File: src/rtl/main_mem_responder.sv
// main_mem_responder
//
// Memory-side completer for the cache controller's block-transfer requests. Accepts one
// block read (refill, R_W=0) or block write (write-back, R_W=1) at a time. After a request
// is accepted it waits LATENCY cycles, then streams WPB words one per cycle from or into
// an internal 2^ADDR_W-word array. It closes every transaction with a one-cycle Done.
//
// Ports:
//   CLK       clock, rising edge
//   RST_N     asynchronous active-low reset (the array itself is not reset)
//   Req       request strobe, sampled only while idle
//   R_W       direction: 0 = read block, 1 = write block
//   Addr      word address; the low log2(WPB) bits select the word within the block
//   Wr_Data   write-beat data
//   Wr_Valid  write beat present; a low cycle stalls the write burst
//   Rd_Data   read-beat data, 0 outside a read burst
//   Rd_Valid  Rd_Data valid this cycle
//   PNDNG     transaction in progress (wait and burst states)
//   Done      one-cycle completion pulse
//
// Optional feature: define MAIN_MEM_CWF_EN for critical-word-first reads. Read bursts then
// start at the requested word offset and wrap within the block. Write bursts always start
// at word 0. With the macro undefined every burst starts at word 0 of the block.

module main_mem_responder #(
   parameter int unsigned ADDR_W  = 8,
   parameter int unsigned DATA_W  = 8,
   parameter int unsigned WPB     = 4,
   parameter int unsigned LATENCY = 3
) (
   input  logic              CLK,
   input  logic              RST_N,
   input  logic              Req,
   input  logic              R_W,
   input  logic [ADDR_W-1:0] Addr,
   input  logic [DATA_W-1:0] Wr_Data,
   input  logic              Wr_Valid,
   output logic [DATA_W-1:0] Rd_Data,
   output logic              Rd_Valid,
   output logic              PNDNG,
   output logic              Done
);

   localparam int unsigned OW = $clog2(WPB);          // word-offset width
   localparam int unsigned LW = $clog2(LATENCY + 1);  // latency counter width
   localparam int unsigned BW = ADDR_W - OW;          // block-number width

   typedef enum logic [2:0] {StIdle, StWait, StRdBurst, StWrBurst, StDone} state_e;

   state_e          state_q, state_d;
   logic [OW-1:0]   beat_q, beat_d;
   logic [LW-1:0]   lat_q, lat_d;
   logic [BW-1:0]   blk_q, blk_d;
   logic            dir_q, dir_d;
   logic [OW-1:0]   word;
   logic            mem_we;

   logic [DATA_W-1:0] mem [2**ADDR_W];

`ifdef MAIN_MEM_CWF_EN
   logic [OW-1:0] off_q, off_d;

   // Offset + beat wraps modulo WPB through the OW-bit truncation.
   assign word = beat_q + off_q;
`else
   logic unused_offset;

   assign unused_offset = ^Addr[OW-1:0];
   assign word          = beat_q;
`endif

   always_comb begin
      state_d  = state_q;
      beat_d   = beat_q;
      lat_d    = lat_q;
      blk_d    = blk_q;
      dir_d    = dir_q;
`ifdef MAIN_MEM_CWF_EN
      off_d    = off_q;
`endif
      mem_we   = 1'b0;
      Rd_Valid = 1'b0;
      PNDNG    = 1'b0;
      Done     = 1'b0;
      Rd_Data  = '0;

      unique case (state_q)
         StIdle: begin
            if (Req) begin
               blk_d   = Addr[ADDR_W-1:OW];
               dir_d   = R_W;
               beat_d  = '0;
               lat_d   = LW'(LATENCY - 1);
`ifdef MAIN_MEM_CWF_EN
               off_d   = R_W ? '0 : Addr[OW-1:0];
`endif
               state_d = StWait;
            end
         end
         StWait: begin
            PNDNG = 1'b1;
            if (lat_q == '0) begin
               state_d = dir_q ? StWrBurst : StRdBurst;
            end else begin
               lat_d = lat_q - 1'b1;
            end
         end
         StRdBurst: begin
            PNDNG    = 1'b1;
            Rd_Valid = 1'b1;
            Rd_Data  = mem[{blk_q, word}];
            beat_d   = beat_q + 1'b1;
            if (beat_q == OW'(WPB - 1)) begin
               state_d = StDone;
            end
         end
         StWrBurst: begin
            PNDNG = 1'b1;
            if (Wr_Valid) begin
               mem_we = 1'b1;
               beat_d = beat_q + 1'b1;
               if (beat_q == OW'(WPB - 1)) begin
                  state_d = StDone;
               end
            end
         end
         StDone: begin
            Done    = 1'b1;
            state_d = StIdle;
         end
         default: state_d = StIdle;
      endcase
   end

   always_ff @(posedge CLK or negedge RST_N) begin
      if (!RST_N) begin
         state_q <= StIdle;
         beat_q  <= '0;
         lat_q   <= '0;
         blk_q   <= '0;
         dir_q   <= 1'b0;
`ifdef MAIN_MEM_CWF_EN
         off_q   <= '0;
`endif
      end else begin
         state_q <= state_d;
         beat_q  <= beat_d;
         lat_q   <= lat_d;
         blk_q   <= blk_d;
         dir_q   <= dir_d;
`ifdef MAIN_MEM_CWF_EN
         off_q   <= off_d;
`endif
      end
   end

   // Write bursts always address from word 0 of the block, even with critical-word-first.
   always_ff @(posedge CLK) begin
      if (mem_we) begin
         mem[{blk_q, beat_q}] <= Wr_Data;
      end
   end

endmodule
File: config.mk
export PLATFORM = sky130hd
export DESIGN_NAME = main_mem_responder
export DESIGN_NICKNAME = d
export VERILOG_FILES = /design/src/rtl/main_mem_responder.sv
export SDC_FILE = /design/constraint.sdc
export NUM_CORES = 2
export LEC_CHECK = 0
export CAP_MARGIN = 20
export CORE_MARGIN = 4
export CORE_UTILIZATION = 30
export DETAILED_ROUTE_END_ITERATION = 7
export SYNTH_ARGS = -nofsm -noshare
export SYNTH_HDL_FRONTEND = slang
export SYNTH_SLANG_ARGS = --single-unit
export TNS_END_PERCENT = 10
File: constraint.sdc
create_clock -name CLK -period 2.9 [get_ports CLK]
set_clock_uncertainty 0.15 [all_clocks]
set_input_delay 0.58 -clock CLK [delete_from_list [all_inputs] [get_ports CLK]]
set_output_delay 0.58 -clock CLK [all_outputs]
set_load 0.02 [all_outputs]
After elaboration in Yosys (flattened, before gate mapping) --
Memory sizes are Yosys's and may differ from the RTL's. Cells that the tools add are included.
Storage, ports and cells: bits in registers 14, bits in read-only memories 0, bits in latches 0, RAM bits 2048, bits of input ports 21, memories 1
Memory list:
- mem | depth 256, width 8, rd ports 1, clocked after memory_dff 0, write ports 1, RTL line 58 | logic [DATA_W-1:0] mem [2**ADDR_W];
Cells by class: reduce and logical (&&, ||, !) cells 9, add/sub/neg operators 2, shift-type cells 0, $mul 0, div/mod/pow operators 0, eq/ne operators 9, muxes and demuxes 20, bitwise gates (word level) 0, magnitude comparators 0
Operators by type and width (number):
- two-way mux 3 bit | 4
- case mux 3 bit (4 select lines) | 1
- AND reduction 3 bit | 3
- two-way mux 1 bit | 8
- two-way mux 2 bit | 4
- two-way mux 8 bit | 1
- inequality test 2 bit, second input constant | 4
- equality test 3 x 2 -> 1 bit, second input constant | 2
- case mux 2 bit (3 select lines) | 1
- case mux 2 bit (2 select lines) | 1
- equality test 3 x 1 -> 1 bit, second input constant | 1
- equality test 3 bit, second input constant | 1
- zero test 3 bit | 1
- nonzero test 3 bit | 1
- OR reduction 3 bit | 1
- adder 2 x 1 -> 2 bit, second input constant | 1
- equality test 2 bit, second input constant | 1
- zero test 2 bit | 1
- AND reduction 2 bit | 1
- nonzero test 2 bit | 1
- subtractor 2 x 1 -> 2 bit, second input constant | 1

Depth between registers and ports, before layout --
word-level depth 4, gate-level depth with buffers 12

Worst setup path before layout --
Ideal clock, no wire load.
path kind flip-flop to output port, start reg beat_q[0], end out Rd_Data[6], data arrival time 2.454 ns, setup slack -0.284 ns, stages on the path, launching flop included 12, required time 2.170 ns, path through dfrtp_1 -> buf_6 -> buf_4 -> and2_1 -> buf_2 -> clkbuf_1 -> a221oi_1 -> o21ai_0 -> o21ai_0 -> nor3_1 -> o311a_1 -> nor3_1
On the way: cells in the longest elaborated chain, start to end 2
Ends and longest elaborated chain:
- from (decl) | RTL line 51 | logic [OW-1:0] beat_q, beat_d;
- from (signal assigned) | RTL line 147 | beat_q <= beat_d;
- memory (256 x 8 bit)
- two-way mux 8 bit | RTL line 87 | unique case (state_q)
- to (decl) | RTL line 38 | output logic [DATA_W-1:0] Rd_Data,
Every way passes these cells.

Final worst setup path --
start reg beat_q[1], end out Rd_Data[6]
Same word-level chain as after synthesis.

==> out/results.txt <==
Outcome - complete, but fails checks
Failing checks - negative setup slack
Final setup vio count - 922
Clock share of power - 29.4%
Area Growth Syn to Fin - 25.4%
CP Data Arrival Time - 3990 ps
Tot Pwr - 85.8 mW
Worst Hold Class - input port to flop
F_max - 212 MHz
Reg2reg start - beat_q[0]
Register area share after synthesis - 76.8%
DR WL/cell - 24.9 um
Top cell by count, worst path - buf_16
Vias/cell - 5.00
Combinational power share - 32.0%
Main synth FF type - edfxtp_1
TritonCTS clock tree - built
Global route total overflow - 0
Iteration-0 DRC Markers - 4,554
DP HPWL - 136,000 um
I/O pins - 32
Routability cong. - 0.865
DIE AREA - 277,000 sq um
Final Max Tran Viols - 0
# fillers - 23,876
Placement Rows - 189
CP required - 2170 ps
Worst Hold End - mem[20][2]
Clock slew at reported path FFs - 60 ps
ANT cells - 0
Post-Synthesis Cell Area - 80,500 sq um
R2r setup slk - -170 ps
Critical Path Source Type - flop
CP Max Fanout - 8
Placed inst area - 92,100 sq um
Setup crit end kind - output port
Pwr dens - 850 nW/um^2
Final worst slack - -1820 ps
Maximum VDD drop - 698 uV
Slowest-stage cell, CP - o41ai_4
Initial antenna violation count - 2
Clock root buffer - clkbuf_16
R2R depth - 15
Design area - 101,000 sq um
Worst path max stage delay - 540 ps
Clock tree sinks - 2,062
Critical setup path kind - flop to output port
Largest net degree at the start of global routing - 85
Final Hold Viols - 0
Crit Reg-Reg Endpoint - mem[90][1]
Avg Synthesized Cell Area - 20.1 sq um
DRC - 0
Final Critical Period - 4720 ps
Number of global-route vias before repair - 43,431
Starting density of the core - 30.3%
Core box area - 266,000 sq um
Internal - 59.8 mW
Ys async rst share - 0.679%
Total track usage - 15.0%
EDFF count, synth - 2,048
Routed wire length - 213,000 um
Die Wd - 526 um
Top cell type's share of synthesized area - 76.4%
Antenna-violating nets left - 0
Routed vias - 42,690
Skew-Pair Late Insertion Delay - 820 ps
Sw Share - 30.3%
Critical Path Source - beat_q[1]
Yosys top cell by area - edfxtp_1
PortBufs - 29
Hold path start - Wr_Data[2]
H-tree depth - 4
Fraction of layout cells with a size suffix above 1 - 35.5%
CTS Buffer Depth - 3
DRT Pass-1 Iters - 6
Yosys warns - 0
Crit-path cells - buf_12 -> buf_12 -> buf_16 -> buf_16 -> buf_16 -> mux4_2 -> mux2i_2 -> buf_4 -> nor2_4 -> o41ai_4 -> o311a_1 -> buf_6 -> nor3_4 -> buf_6
Slew margin rel. - 53.5%
NetSw - 26.0 mW
Final Cycle Share - 163%
Synth Net Count - 4,037
Nets - 4,861
Register bit count reported by yosys - 2,062
Leak - 32.0 nW
Chip Height - 526 um
Max_cap viols - 0
Cts bufs inserted - 202
RSZ-0062 raised after global routing - true
First-pass GRT wire length - 308,000 um
Synth area leaders - edfxtp_1, mux4_2, mux2i_1, nor2_1, a22oi_1
Unique cell type count in the Yosys netlist - 52
Hold path depth - 1
Worst-Margin Slew - 698 ps
Sequential share of power - 38.5%
Mapped Cells - 4,011
[critical path: cells and delay by family, from the launching register on]
family | cells | cell delay (ps)
buffers and inverters | 8 | 1190
AND/OR/NAND/NOR | 2 | 120
multiplexers | 2 | 510
flip-flops | 1 | 500
AO/OA/AOI/OAI | 2 | 810
[per-layer routing]
metal	wire (um)	vias to the layer above	GRT usage, %
li1	-	18194	-
met1	88200	22627	20.5
met2	104000	1550	24.8
met3	13500	319	2.26
met4	6920	0	4.73
met5	0	-	0
[stage by stage]
| stage | std cells | setup TNS (ps) | hold slack (ps) | util (%) | setup slack [ps] |
|---|---|---|---|---|---|
| 6_report | 8532 | -89740 | 93.1 | 37.9 | -1820 |
| 5_1_grt | 8532 | -131820 | 70.0 | 37.9 | -1870 |
| 4_1_cts | 8498 | -157690 | 49.4 | 37.7 | -1830 |
| 3_5_place_dp | 8046 | -447470 | 376 | 34.6 | -1810 |
| 3_3_place_gp | 8046 | -456510 | 357 | 34.6 | -1830 |
| 2_1_floorplan | 4011 | -65140 | 134 | - | -114 |
[power groups by stage]
stage	sequential (mW)	combinational [mW]	clock [mW]
3_5_place_dp	33.7	24.8	0
3_3_place_gp	33.7	24.8	0
2_1_floorplan	33.6	13.6	0
5_1_grt	33.1	28.8	27.1
6_report	33.1	27.5	25.3
4_1_cts	33.1	26.9	25.7
[cell usage after synthesis, types with 14 or more instances]
| cell type | count |
|---|---|
| nand3_1 | 59 |
| or3_1 | 15 |
| o21ai_0 | 55 |
| nor2_1 | 302 |
| o221ai_1 | 15 |
| dfrtp_1 | 14 |
| mux2i_1 | 296 |
| mux2_2 | 42 |
| nor2b_1 | 32 |
| edfxtp_1 | 2048 |
| nand2_1 | 100 |
| nand4_1 | 15 |
| a211oi_1 | 31 |
| nor3_1 | 20 |
| mux4_2 | 384 |
| clkbuf_1 | 98 |
| a22oi_1 | 123 |
| a221oi_1 | 31 |
| buf_2 | 98 |
| buf_4 | 28 |
| a21oi_1 | 71 |
[cell families after synthesis]
group / Yosys count / share of synthesized area (%)
fa+ha+maj: 5 / 0.0777
mux: 722 / 15.0
flops: 2062 / 76.8
compound gates: 391 / 3.39
buf+inv: 251 / 1.54
simple gates: 580 / 3.16
[sequential cells by signal (all words and copies together), names as in the netlist]
register,cells
mem,2048
blk_q,6
state_q,3
beat_q,2
lat_q,2
dir_q,1
[cell usage in the layout, fill, tap and decap left out, drive strengths merged, types with 32 or more instances in the layout]
| cell | Yosys | layout |
|---|---|---|
| a21oi | 71 | 71 |
| a22oi | 123 | 123 |
| buf | 146 | 835 |
| clkbuf | 98 | 255 |
| clkinv | 1 | 93 |
| edfxtp | 2048 | 2048 |
| mux2 | 42 | 42 |
| mux2i | 296 | 296 |
| mux4 | 384 | 384 |
| nand2 | 100 | 100 |
| nand3 | 59 | 59 |
| nor2 | 302 | 302 |
| nor2b | 32 | 32 |
| o21ai | 55 | 55 |
[cell type report]
cell class / count / area, sq um / area share, %
sequential: 2062 / 61900 / 61.3
multi-input combinational: 1698 / 18900 / 18.7
timing repair buffer: 864 / 9350 / 9.27
clock buffer: 249 / 5280 / 5.24
tap: 3533 / 4420 / 4.38
clock inverter: 119 / 1070 / 1.06
inverter: 7 / 42.5 / 0.0422
[worst max-delay path by stage]
stage / end / slack (ps) / cells past startpoint
global placement: Rd_Data[5] / -1830 / 15
CTS: Rd_Data[6] / -1830 / 13
floorplan: Rd_Data[6] / -110 / 9
detailed placement: Rd_Data[5] / -1810 / 15
finish: Rd_Data[6] / -1820 / 14
global route: Rd_Data[6] / -1870 / 13
[what timing repair did]
item,CTS,global route
pin swaps,52,42
endpoints found under the hold margin,112,0
gates cloned,11,5
setup buffers,69,33
hold buffers,6,0
endpoints found under the setup margin,1035,1035
gates resized for setup,214,89
(Power assumes the default switching activity.)
